### src/rtl/nfca_pkg.sv
// ============================================================================
// nfca_pkg : shared NFC-A transmit framing types, constants and helpers
// Rev 1.0  : initial release
// ============================================================================
`default_nettype none

package nfca_pkg;

  typedef enum logic [2:0] {
    ST_IDLE  = 3'd0,
    ST_DATA  = 3'd1,
    ST_PAR   = 3'd2,
    ST_END   = 3'd3,
    ST_UNDER = 3'd4,
    ST_DRAIN = 3'd5
  } tx_state_t;

  localparam logic NFCA_SOF_BIT = 1'b0;

  // ISO14443-A parity makes the total count of ones in byte+parity odd
  function automatic logic odd_parity(input logic [7:0] data);
    return ~^data;
  endfunction

endpackage

`default_nettype wire

### src/rtl/nfca_tx_frame.sv
// ============================================================================
// nfca_tx_frame : byte-stream to start/data/parity bit sequencer for the
//                 NFC-A PCD modulator, one bit per modulator tx_req pulse
// Rev 1.0       : initial release
// ============================================================================
`default_nettype none

module nfca_tx_frame
  import nfca_pkg::*;
(
  input  logic       clk,
  input  logic       rstn,
  input  logic       tx_tvalid,
  output logic       tx_tready,
  input  logic [7:0] tx_tdata,
  input  logic       tx_tlast,
  input  logic [2:0] tx_tdatab,
  input  logic       tx_req,
  output logic       tx_en,
  output logic       tx_bit,
  output logic       busy,
  output logic       done,
  output logic       underrun
);

  tx_state_t  state;
  logic [7:0] cur;
  logic [3:0] cnt;
  logic       cur_last;
  logic       cur_partial;
  logic       cur_par;
  logic [7:0] nxt;
  logic       nxt_valid;
  logic       nxt_last;
  logic [2:0] nxt_datab;

  logic       accept;
  logic       avail;
  logic       load;
  logic [7:0] in_data;
  logic       in_last;
  logic [2:0] in_datab;
  logic [3:0] in_bits;

  assign tx_tready = (state == ST_DRAIN) ? 1'b1 : ~nxt_valid;
  assign accept    = tx_tvalid & tx_tready;
  assign busy      = (state != ST_IDLE);

  // The byte on offer is the held one, or the one handshaking right now
  assign avail    = nxt_valid | accept;
  assign in_data  = nxt_valid ? nxt       : tx_tdata;
  assign in_last  = nxt_valid ? nxt_last  : tx_tlast;
  assign in_datab = nxt_valid ? nxt_datab : tx_tdatab;
  assign in_bits  = (in_last && (in_datab != 3'd0)) ? {1'b0, in_datab} : 4'd8;

  assign load = tx_req & avail &
                ((state == ST_IDLE) | ((state == ST_PAR) & ~cur_last));

  always_ff @(posedge clk or negedge rstn) begin
    if (!rstn) begin
      state       <= ST_IDLE;
      cur         <= 8'd0;
      cnt         <= 4'd0;
      cur_last    <= 1'b0;
      cur_partial <= 1'b0;
      cur_par     <= 1'b0;
      nxt         <= 8'd0;
      nxt_valid   <= 1'b0;
      nxt_last    <= 1'b0;
      nxt_datab   <= 3'd0;
      tx_en       <= 1'b0;
      tx_bit      <= 1'b0;
      done        <= 1'b0;
      underrun    <= 1'b0;
    end else begin
      done     <= 1'b0;
      underrun <= 1'b0;

      if (accept && (state != ST_DRAIN)) begin
        nxt       <= tx_tdata;
        nxt_last  <= tx_tlast;
        nxt_datab <= tx_tdatab;
        nxt_valid <= 1'b1;
      end

      case (state)
        ST_IDLE: begin
          if (tx_req) begin
            if (avail) begin
              tx_en  <= 1'b1;
              tx_bit <= NFCA_SOF_BIT;
              state  <= ST_DATA;
            end else begin
              tx_en  <= 1'b0;
              tx_bit <= 1'b0;
            end
          end
        end
        ST_DATA: begin
          if (tx_req) begin
            tx_bit <= cur[0];
            cur    <= {1'b0, cur[7:1]};
            cnt    <= cnt - 4'd1;
            if (cnt == 4'd1) begin
              state <= cur_partial ? ST_END : ST_PAR;
            end
          end
        end
        ST_PAR: begin
          if (tx_req) begin
            tx_bit <= cur_par;
            if (cur_last)   state <= ST_END;
            else if (avail) state <= ST_DATA;
            else            state <= ST_UNDER;
          end
        end
        ST_END: begin
          if (tx_req) begin
            tx_en  <= 1'b0;
            tx_bit <= 1'b0;
            done   <= 1'b1;
            state  <= ST_IDLE;
          end
        end
        ST_UNDER: begin
          if (tx_req) begin
            tx_en     <= 1'b0;
            tx_bit    <= 1'b0;
            underrun  <= 1'b1;
            nxt_valid <= 1'b0;
            // A frame tail that already arrived late is dropped here
            state     <= (cur_last || (avail && in_last)) ? ST_IDLE : ST_DRAIN;
          end
        end
        ST_DRAIN: begin
          if (tx_tvalid && tx_tlast) state <= ST_IDLE;
        end
        default: state <= ST_IDLE;
      endcase

      if (load) begin
        cur         <= in_data;
        cnt         <= in_bits;
        cur_last    <= in_last;
        cur_partial <= (in_bits != 4'd8);
        cur_par     <= odd_parity(in_data);
        nxt_valid   <= 1'b0;
      end
    end
  end

endmodule

`default_nettype wire

### config.mk
export PLATFORM = sky130hd
export DESIGN_NAME = nfca_tx_frame
export DESIGN_NICKNAME = d
export VERILOG_FILES = /design/src/rtl/nfca_pkg.sv /design/src/rtl/nfca_tx_frame.sv
export SDC_FILE = /design/constraint.sdc
export NUM_CORES = 1
export LEC_CHECK = 0
export BUFFER_PORTS_ARGS = -buffer_cell sky130_fd_sc_hd__buf_2
export CAP_MARGIN = 20
export CORE_UTILIZATION = 45
export CTS_BUF_LIST = sky130_fd_sc_hd__clkbuf_4 sky130_fd_sc_hd__clkbuf_8
export CTS_CLUSTER_SIZE = 8
export DETAILED_ROUTE_END_ITERATION = 10
export GPL_TIMING_DRIVEN = 0
export SLEW_MARGIN = 25
export SYNTH_ARGS = -nofsm -noshare
export SYNTH_HDL_FRONTEND = slang
export SYNTH_SLANG_ARGS = --single-unit
### constraint.sdc
create_clock -name clk -period 2.5 [get_ports clk]
set_input_delay 0.5 -clock clk [delete_from_list [all_inputs] [get_ports clk]]
set_output_delay 0.5 -clock clk [all_outputs]
set_load 0.05 [all_outputs]
==> summary.txt, run 1 <==
status - completed
TritonCTS clock tree - done
GRT Total Usage - 20.3%
first-pass GRT wire length - 6.67 mm
endpoints failing hold - 0
Root Buffer - clkbuf_8
Worst slew margin - 47.4%
Post-CTS Setup Inserts - 0
Core Util, Final - 54.1%
post-route cell area - 2190 um2
Synth Area in Adders - 1.30%
FMAX - 471 MHz
max-slew violation count - 0
Die Ht - 67.4 um
Worst Skew - 0.00471 ns
vias in the first global route - 1423
Crit Path Max Fanout - 10
initial antenna violation count - 0
fin crit share - 85.0%
Routability Congestion - 0.862
RR Startpoint - state[2]$_DFFE_PN0P_
worst setup margin - 0.376 ns
PortBufs - 21
Slew @ Worst Pin - 0.789 ns
YS warnings - 0
post-DR vias/cell - 5.39
DP Wirelength - 2.82 mm
share of the yosys chip area belonging to registers - 45.5%
PnR Total Power - 2.90 mW
cell total after placement - 258
Syn Inst Count - 187
total of cells resized after clock tree synthesis - 0
R2R Path End - cur[4]$_DFFE_PN0P_
mapped cell area - 1920 um2
dpl ws - 0.608 ns
clock sink total - 35
post-synth cell types - 40
kind of critical path - reg -> out
Setup TNS - 0 ns
clk buf depth - 2
DIE WIDTH - 67.4 um
cts hold-fix bufs - 0
Core Box Area - 4060 um2
Setup crit start kind - flip-flop
share of the synthesized area in the top cell type - 45.5%
Area Overhead vs Synth - 14.1%
Routed WL per cell - 14.6 um
number of max-cap violations - 0
DR pass1 iterations - 4
most common cell after layout, fill and taps aside - dfrtp_1
Period minus WS final - 2.12 ns
main combinational cell family by area after synthesis - multiplexers
critical path data required time - 2.00 ns
pwr dens - 1320 nW/um2
htree depth - 2
RSZ-0062 raised after global routing - false
class of the worst hold path - in -> async
pin count of the biggest net entering global routing - 36
Clk Latency, worst-skew pair - 0.28 ns
minimum hold slack - 0.291 ns
worst IR drop on VDD - 0.000683 V
mux cell area share after synthesis - 16.3%
Post-Synth Simple-Gate Area - 15.4%
Detailed Route Iter0 Violations - 114
# IOs - 22
die area - 4540 um2
largest area contributor in the netlist - dfrtp_1
clk slew on worst S/H paths - 0.07 ns
final-report setup violation count - 0
flops & latches, synth - 35
vias - 1433
FF-to-FF setup slack - 0.65 ns
XOR/XNOR Fraction of Synth Area - 3.64%
final routed DRC violation total - 0
Post-Syn Nets - 205
share of cells above drive strength 1 - 27.3%
r2r worst-path depth - 6
Final Non-Filler Cells - 266
CTS Buf Count - 5
WP data arrival - 1.62 ns
most frequent cells in the layout - dfrtp_1, buf_2, nand2_1
Final #Nets - 233
Routed WL - 3.88 mm
n_diodes - 0
Avg Cell Area, Syn - 10.3 um2
Setup crit end kind - output port
global route total overflow - 0
Initial Util - 47.4%
number of core rows - 23
Lkg Pwr - 1.04 nW
post-place instance area - 2090 um2
post-synthesis compound-gate area fraction - 12.9%
Routed Antenna Nets - 0
top post-synthesis cells by area - dfrtp_1, mux2_2, mux2i_1
## cell type report
type	count	area, um2
fill	375	1860
clock buffer	8	104
tap	50	62.6
buffer	12	76.3
sequential	35	876
multi-input combinational	135	952
inverter	5	18.8
timing repair buffer	21	105
## where the power goes
| part | switching (mW) | internal, mW |
|---|---|---|
| clock | 0.195 | 0.262 |
| sequential | 0.134 | 0.820 |
| combinational | 0.807 | 0.676 |
## synthesized netlist by cell type
master and number:
nand3_1 4, mux2i_1 11, a21o_1 3, mux2_2 18, and2b_1 1, a32oi_1 1, a32o_1 1, a31oi_1 5
nor3_1 4, nand4b_1 1, o211ai_1 3, nand2_4 1, a2111o_1 1, a22o_1 1, or3_1 1, a21oi_1 7
a311oi_1 1, nand3b_4 1, nand3b_1 1, nor2_2 1, ha_1 2, o21ai_0 18, and3_1 2, clkbuf_1 5
nor2b_1 4, buf_2 4, buf_8 1, nor2_1 6, dfrtp_1 35, xnor2_1 7, nand2_1 19, buf_6 2
and2_1 1, nand2b_1 3, nand2_2 1, nand4_1 1, or2_2 1, nor4_1 2, inv_1 5, xor2_1 1
## flip-flops by register name (all words and copies together), names as in the netlist
name	flops
tx_en	1
tx_bit	1
cnt	4
state	3
nxt_last	1
nxt_datab	3
cur_par	1
underrun	1
cur_last	1
nxt	8
cur	8
cur_partial	1
nxt_valid	1
done	1
## layer usage
layer / track usage, % / up-vias / wire (um)
met2: 34.4 / 21 / 1890
met1: 24.8 / 692 / 1820
met4: 6.38 / 0 / 54
li1: - / 714 / -
met5: 0 / - / 0
met3: 5.57 / 6 / 113
## cell families (layout without fill, tap and decap cells)
| group | Yosys count | after routing |
|---|---|---|
| xor gates and xnor gates | 8 | 8 |
| and+or+nand+nor | 55 | 55 |
| AOI/OAI and AO/OA | 41 | 41 |
| muxes | 29 | 29 |
| adders and majority gates | 2 | 2 |
| DFF | 35 | 35 |
| buffers and inverters | 17 | 46 |
## worst max-delay path: stages, from the launching register on
cell	delay, ns
dfrtp_1	0.36
buf_2	0.18
clkbuf_1	0.21
or3_1	0.37
buf_2	0.21
## worst max-delay path by stage
| stage | startpoint | end | slack, ns |
|---|---|---|---|
| finish | state[0]$_DFFE_PN0P_ | busy | 0.38 |
| detailed placement | tx_tvalid | cur[4]$_DFFE_PN0P_ | 0.61 |
| floorplan | state[0]$_DFFE_PN0P_ | busy | 0.77 |
| CTS | state[0]$_DFFE_PN0P_ | busy | 0.37 |
| global placement | state[2]$_DFFE_PN0P_ | cur_par$_DFFE_PN0P_ | 0.63 |
| global route | state[0]$_DFFE_PN0P_ | busy | 0.29 |
Power figures use the tool's default switching activity.
==> inputs of run 2 (changes only) <==
Settings changed: ABC_AREA set to 1, PLACE_DENSITY set to 0.66.
Clock period 2.5 ns to 1.75 ns, I/O delays scaled along.
==> summary.txt, run 2 <==
clk slew on worst S/H paths - 0.07 ns (about the same)
fin crit share - 93.8%
FF-to-FF setup slack - 0.21 ns (-0.44 ns)
Initial Util - 48.2% (+0.76 points)
Clock Power Share - 14.1% (-1.7 points)
global route total overflow - 0 (unchanged)
number of core rows - 24 (+4.3%)
Slew @ Worst Pin - 0.783 ns (-0.00610 ns)
kind of critical path - reg -> out
number of max-cap violations - 0 (unchanged)
Final #Nets - 345 (+48%)
M1 WL - 2.31 mm (+27%)
share of the synthesized area in the top cell type - 40.7% (-4.9 points)
final-report setup violation count - 0 (unchanged)
class of the worst hold path - in -> async
Routability Congestion - 0.846 (-1.9%)
r2r worst-path depth - 7 (+1)
DR pass1 iterations - 8 (+4)
PnR Total Power - 4.80 mW (+66%)
Setup crit end kind - output port
Core Box Area - 4470 um2 (+10%)
Root Buffer - clkbuf_8
pwr dens - 1970 nW/um2 (+49%)
vias in the first global route - 1757 (+23%)
WP data arrival - 1.29 ns (-0.33 ns)
post-DR vias/cell - 4.92 (-8.6%)
Post-Syn Nets - 316 (+54%)
Routed WL per cell - 12.3 um (-16%)
Seq pwr share - 29.5% (-3.5 points)
highest-delay cell along the critical path - dfrtp_1
DP Wirelength - 3.43 mm (+22%)
Worst Skew - 0.00344 ns (-0.00127 ns)
Comb pwr share - 56.4% (+5.2 points)
Crit Path Max Fanout - 3 (-7)
Setup TNS - 0 ns (unchanged)
Switching Share - 46.9% (+7.6 points)
vias - 1871 (+31%)
max layer used - met4
post-route cell area - 2440 um2 (+11%)
clk buf depth - 2 (unchanged)
post-synth cell types - 33 (-18%)
TritonCTS clock tree - done
top post-synthesis cells by area - dfrtp_1, nand2_1, inv_1
Period minus WS final - 1.64 ns
htree depth - 2 (unchanged)
most frequent cells in the layout - nand2_1, inv_1, dfrtp_1
YS warnings - 0 (unchanged)
Sw Pwr - 2.25 mW (+98%)
mapped cell area - 2150 um2 (+12%)
cts hold-fix bufs - 0 (unchanged)
first-pass GRT wire length - 8.09 mm (+21%)
Core Util, Final - 54.6% (+0.47 points)
failing checks - DRC
Top FF cell, synth - dfrtp_1
Syn Inst Count - 298 (+59%)
max-slew violation count - 0 (unchanged)
n_diodes - 0 (unchanged)
CTS Buf Count - 5 (unchanged)
Routed Antenna Nets - 0 (unchanged)
Area Overhead vs Synth - 13.3%
status - finished, violations left
pin count of the biggest net entering global routing - 36 (unchanged)
CP Cell Sequence - inv_1 -> nand2_1 -> nor2_2 -> inv_2 -> nand2_1 -> buf_4
share of the yosys chip area belonging to registers - 40.7% (-4.9 points)
Avg Cell Area, Syn - 7.23 um2 (-30%)
DIE WIDTH - 71.2 um (+5.7%)
P_int - 2.55 mW (+45%)
Setup crit start kind - flip-flop
GRT Total Usage - 20.9% (+0.60 points)
endpoints failing hold - 0 (unchanged)
top flop regs - cur (8), nxt (8), cnt (4)
worst IR drop on VDD - 0.000730 V (+6.8%)
clock sink total - 35 (unchanged)
Detailed Route Iter0 Violations - 93 (-18%)
count leader, synth - nand2_1
die area - 5070 um2 (+12%)
initial antenna violation count - 0 (unchanged)
Largest stage delay, worst path - 0.40 ns (+0.03 ns)
critical path data required time - 1.40 ns (-0.60 ns)
Worst slew margin - 47.8% (+0.41 points)
Post-synth EDFFs - 0 (unchanged)
RSZ-0062 raised after global routing - false
Die Ht - 71.2 um (+5.7%)
Met2 Routed Length - 2.06 mm (+9.2%)
asr flop ratio synth - 100% (unchanged)
Most common cell on crit path - nand2_1
FMAX - 609 MHz
largest area contributor in the netlist - dfrtp_1
Routed WL - 4.68 mm (+21%)
flops & latches, synth - 35 (unchanged)
post-place instance area - 2320 um2 (+11%)
met3 routed WL - 191 um (+69%)
Clk Latency, worst-skew pair - 0.29 ns (about the same)
PortBufs - 21 (unchanged)
share of cells above drive strength 1 - 19.8% (-7.5 points)
Lkg Pwr - 1.33 nW (+28%)
most common cell after layout, fill and taps aside - nand2_1
final routed DRC violation total - 3 (+3)
# IOs - 22 (unchanged)
Commonest cells post-synth - nand2_1, inv_1, dfrtp_1, o21ai_0, o21ai_1
run 2: changes by cell type in the layout (fill, tap and decap cells not counted), moves of 5 or more:
cell | previous run | this run
a21oi_1 | 7 | 0
buf_6 | 2 | 7
clkbuf_1 | 5 | 0
inv_1 | 5 | 40
mux2_2 | 18 | 2
mux2i_1 | 11 | 0
nand2_1 | 19 | 110
nor2_1 | 6 | 11
nor2_2 | 1 | 6
o21ai_0 | 18 | 25
o21ai_1 | 0 | 16
xnor2_1 | 7 | 0
run 2: logic make-up after synthesis:
family	share of synthesized area, %
DFF	40.7
AOI/OAI and AO/OA	14.6
adders and majority gates	1.16
buffers and inverters	12.5
and+or+nand+nor	28.5
xor gates and xnor gates	0.813
muxes	1.74
run 2: power groups by stage:
stage	Combinational (mW)	Clock [mW]	Sequential, mW
floorplan	2.07	0	1.49
global route	3.09	0.720	1.47
detailed placement	2.69	0	1.43
global placement	2.65	0	1.42
CTS	2.72	0.689	1.42
finish	2.71	0.675	1.42
run 2: per-layer routing:
| metal | vias to the layer above | global-route usage [%] |
|---|---|---|
| li1 | 981 | - |
| met1 | 835 | 28.4 |
| met2 | 43 | 32.1 |
| met3 | 12 | 3.85 |
| met4 | 0 | 10.0 |
| met5 | - | 0 |
run 2: critical path, delay by kind of cell (launching register included):
kind | cells | cell delay, ns
flip-flops | 1 | 0.40
buffers and inverters | 3 | 0.32
AND/OR/NAND/NOR | 3 | 0.28
run 2: final timing paths:
kind | from | end
max | state[1]$_DFFE_PN0P_ | tx_tready
min | rstn | state[1]$_DFFE_PN0P_
max reg2reg | state[1]$_DFFE_PN0P_ | nxt[4]$_DFFE_PN0P_
min reg2reg | tx_en$_DFFE_PN0P_ | tx_en$_DFFE_PN0P_
max in group asynchronous | rstn | nxt[7]$_DFFE_PN0P_
min in group clk | tx_tdatab[2] | nxt_datab[2]$_DFFE_PN0P_
run 2: stage by stage:
step                      hold slack [ns]  std cells  setup slack [ns]
after global routing                0.220        380            0.0308
after detailed placement            0.475        371             0.115
after floorplan                    0.0544        298             0.281
after global placement              0.465        371             0.143
final                               0.136        380             0.108
after CTS                           0.172        379            0.0227
run 2: area by class of cell:
cell class / count / area (um2)
buffer: 9 / 87.6
clock buffer: 8 / 104
fill: 464 / 2030
inverter: 46 / 183
multi-input combinational: 208 / 1010
sequential: 35 / 876
tap: 52 / 65.1
timing repair buffer: 22 / 115
run 2: timing repair:
| action | 4_1_cts | 5_1_grt |
|---|---|---|
| buffers inserted | 0 | 1 |
| hold endpoints to repair | 0 | 0 |
| endpoints found under the setup margin | 1 | 10 |
| pin swaps | 0 | 0 |
| resized for setup | 1 | 2 |
